$ cat src/rtl/sqrt_iter_pkg.sv
// Shared types and width helpers for the iterative square-root block.
package sqrt_pkg;

    typedef enum logic [1:0] {
        IDLE = 2'd0,
        CALC = 2'd1,
        DONE = 2'd2
    } state_t;

    // The root has half as many bits as the radicand.
    function automatic int out_width(input int in_w);
        return in_w / 2;
    endfunction

    // The iteration counter must be able to count up to OUT_W.
    function automatic int cnt_width(input int out_w);
        return $clog2(out_w + 1);
    endfunction

endpackage

$ cat src/rtl/sqrt_iter_step.sv
// One restoring digit-by-digit square-root iteration, purely combinational.
// Consumes two radicand bits and produces one more root bit.
module sqrt_step #(
    parameter int OUT_W = 16
) (
    input  logic [OUT_W+1:0] rem,
    input  logic [OUT_W-1:0] root,
    input  logic [1:0]       bits,
    output logic [OUT_W+1:0] rem_next,
    output logic [OUT_W-1:0] root_next
);

    localparam int REM_W  = OUT_W + 2;
    localparam int WIDE_W = OUT_W + 4;

    logic [WIDE_W-1:0] r_wide;
    logic [WIDE_W-1:0] t_wide;
    logic              take;

    // Trial-subtract (root<<2)|1 from the shifted remainder and keep the result if it does not go negative.
    always_comb begin
        r_wide    = {rem, bits};
        t_wide    = WIDE_W'({root, 2'b01});
        take      = (r_wide >= t_wide);
        rem_next  = REM_W'(r_wide);
        root_next = OUT_W'({root, 1'b0});
        if (take) begin
            rem_next  = REM_W'(r_wide - t_wide);
            root_next = OUT_W'({root, 1'b1});
        end
    end

endmodule

$ cat src/rtl/sqrt_iter.sv
// Iterative integer square root: one root bit per clock, valid/ready on both sides.
// Returns floor(sqrt(x)) (optionally rounded to nearest) and the exact remainder.
module sqrt_iter
    import sqrt_pkg::*;
#(
    parameter int IN_W  = 32,
    parameter int ROUND = 0,
    localparam int OUT_W = out_width(IN_W)
) (
    input  logic             clk,
    input  logic             rst_n,
    input  logic             in_valid,
    output logic             in_ready,
    input  logic [IN_W-1:0]  in_data,
    output logic             out_valid,
    input  logic             out_ready,
    output logic [OUT_W-1:0] out_root,
    output logic [OUT_W:0]   out_rem,
    output logic             busy
);

    localparam int REM_W  = OUT_W + 2;
    localparam int OREM_W = OUT_W + 1;
    localparam int CNT_W  = cnt_width(OUT_W);

    if (((IN_W % 2) != 0) || (IN_W < 4)) begin : g_bad_width
        $error("sqrt_iter: IN_W must be even and at least 4");
    end

    state_t             state_q;
    state_t             state_d;
    logic               ready_en;
    logic [IN_W-1:0]    radicand_q;
    logic [REM_W-1:0]   rem_q;
    logic [REM_W-1:0]   rem_next;
    logic [OUT_W-1:0]   root_q;
    logic [OUT_W-1:0]   root_next;
    logic [OUT_W-1:0]   root_final;
    logic [CNT_W-1:0]   cnt_q;
    logic               accept;
    logic               last_iter;
    logic               round_up;

    assign in_ready  = (state_q == IDLE) && ready_en;
    assign accept    = in_valid && in_ready;
    assign busy      = (state_q != IDLE);
    assign last_iter = (cnt_q == CNT_W'(OUT_W - 1));

    sqrt_step #(
        .OUT_W(OUT_W)
    ) u_step (
        .rem       (rem_q),
        .root      (root_q),
        .bits      (radicand_q[IN_W-1 -: 2]),
        .rem_next  (rem_next),
        .root_next (root_next)
    );

    // Round to nearest when rem exceeds root, saturating at the all-ones root.
    always_comb begin
        round_up   = (rem_next > REM_W'(root_next));
        root_final = root_next;
        if ((ROUND != 0) && round_up && !(&root_next)) begin
            root_final = root_next + 1'b1;
        end
    end

    // State register.
    always_ff @(posedge clk or negedge rst_n) begin
        if (!rst_n) begin
            state_q <= IDLE;
        end else begin
            state_q <= state_d;
        end
    end

    // Next-state logic: accept in IDLE, run OUT_W iterations, hold result until taken.
    always_comb begin
        state_d = state_q;
        case (state_q)
            IDLE: if (accept)    state_d = CALC;
            CALC: if (last_iter) state_d = DONE;
            DONE: if (out_ready) state_d = IDLE;
            default:             state_d = IDLE;
        endcase
    end

    // Datapath: latch operand, iterate, and register the result on the last iteration.
    always_ff @(posedge clk or negedge rst_n) begin
        if (!rst_n) begin
            ready_en   <= 1'b0;
            radicand_q <= '0;
            rem_q      <= '0;
            root_q     <= '0;
            cnt_q      <= '0;
            out_root   <= '0;
            out_rem    <= '0;
            out_valid  <= 1'b0;
        end else begin
            ready_en <= 1'b1;
            case (state_q)
                IDLE: begin
                    if (accept) begin
                        radicand_q <= in_data;
                        rem_q      <= '0;
                        root_q     <= '0;
                        cnt_q      <= '0;
                    end
                end
                CALC: begin
                    radicand_q <= {radicand_q[IN_W-3:0], 2'b00};
                    rem_q      <= rem_next;
                    root_q     <= root_next;
                    cnt_q      <= cnt_q + 1'b1;
                    if (last_iter) begin
                        out_root  <= root_final;
                        out_rem   <= OREM_W'(rem_next);
                        out_valid <= 1'b1;
                    end
                end
                DONE: begin
                    if (out_ready) begin
                        out_valid <= 1'b0;
                    end
                end
                default: ;
            endcase
        end
    end

endmodule

$ cat config.mk
export PLATFORM = sky130hd
export DESIGN_NAME = sqrt_iter
export DESIGN_NICKNAME = d
export VERILOG_FILES = /design/src/rtl/sqrt_iter_pkg.sv /design/src/rtl/sqrt_iter_step.sv /design/src/rtl/sqrt_iter.sv
export SDC_FILE = /design/constraint.sdc
export NUM_CORES = 1
export LEC_CHECK = 0
export BUFFER_PORTS_ARGS = -buffer_cell sky130_fd_sc_hd__buf_2
export CORE_ASPECT_RATIO = 0.6
export CORE_MARGIN = 2
export CORE_UTILIZATION = 35
export DETAILED_ROUTE_END_ITERATION = 8
export PLACE_DENSITY_LB_ADDON = 0.05
export SLEW_MARGIN = 20
export SYNTH_ARGS = -nofsm -noshare
export SYNTH_HDL_FRONTEND = slang
export SYNTH_SLANG_ARGS = --single-unit
$ cat constraint.sdc
create_clock -name clk -period 3.28 [get_ports clk]
set_clock_uncertainty 0.2 [all_clocks]
set_input_delay 0.164 -clock clk [delete_from_list [all_inputs] [get_ports clk]]
set_output_delay 0.164 -clock clk [all_outputs]
set_load 0.02 [all_outputs]
==> run metrics <==
Yosys warning total=0; P_sw=3.34 mW; #FFs+latches synth=108; total track usage=17.8%; post-layout util=44.4%; Yosys top cell area share=52.1%; GP Congestion=0.808; Ant. Diodes=0; combinational power share=53.8%; switching share of total power=44.9%; final hold viol count=0; end of the critical path=rem_q[15]; CP endpoint kind=flop; first-pass GRT wire length=22,400 µm; chip width=161 µm; IO Count=72; CTS Sinks=108; vias=4,295; most common flop cell mapped by yosys=dfrtp_1; fillers=1,483; VDD IR max=0.445 mV; post-route ant nets=0; Rows=34; Final Slew Violations=0; sequential power share=30.1%; post-DP HPWL=9130 µm; FF-to-FF path depth=10; DRT iter0 DRCs=244; total power=7.45 mW; Worst-Skew Late Latency=360 ps; Startpoint Class=flop; grt total ovfl=0; final setup fails=0; total of max-cap violations=0; final std cells w/o fill=862; Leakage=2.94 nW; router iterations before antenna repair=4; die area=0.0158 mm²; Netlist Area Pre-Place=0.00519 mm²; TritonCTS Buffers=9; initial antenna violation count=0; CTS tree=yes; beginning of the worst register-to-register path=root_q[13]; hold path depth=4; final wirelength=13,200 µm; Seq/Total Area, Yosys=52.1%; Area Growth Syn to Fin=24.0%; Clock Pin Slew Worst Setup and Hold Paths=80 ps; Final min period=2910 ps; syn nets=620; Net count, final=715; Critical Path AT=2940 ps; Clock Power Share=16.1%; Worst Tran Pin Value=621 ps; commonest non-fill, non-tap cells in the layout=dfrtp_1 (108), nor2_1 (70), buf_2 (70), nand2_1 (63), o21ai_0 (50); async set-reset flop share out of synthesis=100%; RSZ-0062 raised after global routing=no; layout cell share with drive strength beyond 1=16.0%; Via-to-Cell Ratio=4.98; setup_tns=0 ps; most common cell after layout, fill and taps aside=dfrtp_1; Die H=98.3 µm; Root Driver=clkbuf_16; post-DR wirelength/cell=15.3 µm; number of global-route vias before repair=4,332; WS Path Type=flop to flop; CP startpoint=root_q[13]; Worst Hold Class=input port to flop; library cells used by synthesis=41; Post-Syn Instances=564; Initial Util=35.8%; Fmax=0.344 GHz; # H-tree levels=3; Internal Power=4.11 mW; Slew Limit Headroom=58.2%; worst hold slack=60.3 ps; cell accounting for the most synthesized area=dfrtp_1; FF-to-FF End=rem_q[15]; # DRC=0; EDFF count, synth=0; Period Utilization, post-route=88.7%; P per Cell Area=1160 mW/mm²; largest net degree at the start of global routing=65; top cells by area, synth=dfrtp_1 (52%), nor2_1 (5.1%), ha_1 (4.8%); crit-path max FO=12; # placed instances=812; mean post-synth cell area=9.20 µm²; status=complete, no violations; internal reg-to-reg setup slack=370 ps; core area=0.0145 mm²; IO buf count=71; CP required=3310 ps; Clock Path Buffers=2
[Yosys cell counts (3+ instances only)]
cell and count:
a2111oi_0 3, xor2_1 8, nor2b_1 3, a21oi_1 18
nand4_1 6, ha_1 20, buf_1 3, o21ai_1 32
a21o_1 3, inv_1 23, nand2_1 66, o22ai_1 31
nor2_1 70, and3_1 3, clkbuf_1 27, o21ai_0 50
mux2i_1 15, xnor2_1 7, dfrtp_1 108, nand3_1 34
nor3_1 5, o31ai_1 4
[worst min-delay path by stage]
stage | from | to
after floorplan | rst_n | cnt_q[0]
after global placement | rst_n | ready_en
after detailed placement | rst_n | ready_en
after CTS | in_valid | radicand_q[0]
after global routing | in_valid | radicand_q[1]
final | in_valid | radicand_q[0]
[power by group through the flow]
stage	sequential, mW	combinational [mW]	clock [mW]
after CTS	2.25	4.02	1.24
after global placement	2.25	3.93	0
after global routing	2.33	4.54	1.29
after detailed placement	2.27	3.95	0
after floorplan	2.36	2.73	0
final	2.24	4.01	1.20
[kinds of logic after synthesis]
group,count (synthesis),share of synthesized area [%]
AND/OR/NAND/NOR,194,16.0
AO/OA/AOI/OAI,154,17.0
flip-flops,108,52.1
buffers and inverters,56,4.41
adder cells (fa/ha/maj),20,4.82
multiplexers,16,3.11
XOR/XNOR,15,2.53
other,1,0.0723
[through the flow]
step	cell area (µm²)	setup slack [ps]
detailed placement	5770	392
floorplan	5190	768
global route	6430	150
CTS	6430	373
finish	6430	372
global placement	5770	441
[metal layers]
layer | track usage [%] | vias to the layer above | part of all wire [%]
met5 | 0 | - | 0
met4 | 5.36 | 0 | 1.5
met3 | 3.61 | 18 | 3.5
met2 | 25.6 | 73 | 39
met1 | 27.0 | 2049 | 55
li1 | - | 2155 | -
[final cells by class]
| cell class | instances | area [µm²] | area share, % |
|---|---|---|---|
| multi-input cells | 400 | 2260 | 35.2 |
| clock buffers | 9 | 225 | 3.50 |
| well taps | 198 | 248 | 3.85 |
| inverters | 23 | 86.3 | 1.34 |
| flip-flops and latches | 108 | 2700 | 42.0 |
| clock inverters | 7 | 96.3 | 1.50 |
| repair buffers | 117 | 813 | 12.6 |
[repair_timing]
| action | in CTS | in global routing |
|---|---|---|
| gates resized for setup | 0 | 0 |
| setup buffers | 0 | 0 |
| hold buffers | 34 | 0 |
| hold endpoints to repair | 78 | 0 |
[worst max-delay path: stages, from the launching register on]
cell	delay, ps
dfrtp_1	390
inv_1	110
ha_1	320
and2_0	180
a221o_1	390
a32oi_1	210
nand2_1	80
a21oi_2	140
buf_4	240
mux2i_1	410
o21ai_1	110
[flip-flops by register name, summed over array words and instances (netlist names)]
signal / count
ready_en: 1
root_q: 16
state_q: 2
radicand_q: 32
out_rem: 17
cnt_q: 5
rem_q: 18
out_valid: 1
out_root: 16
Power figures use the tool's default switching activity.
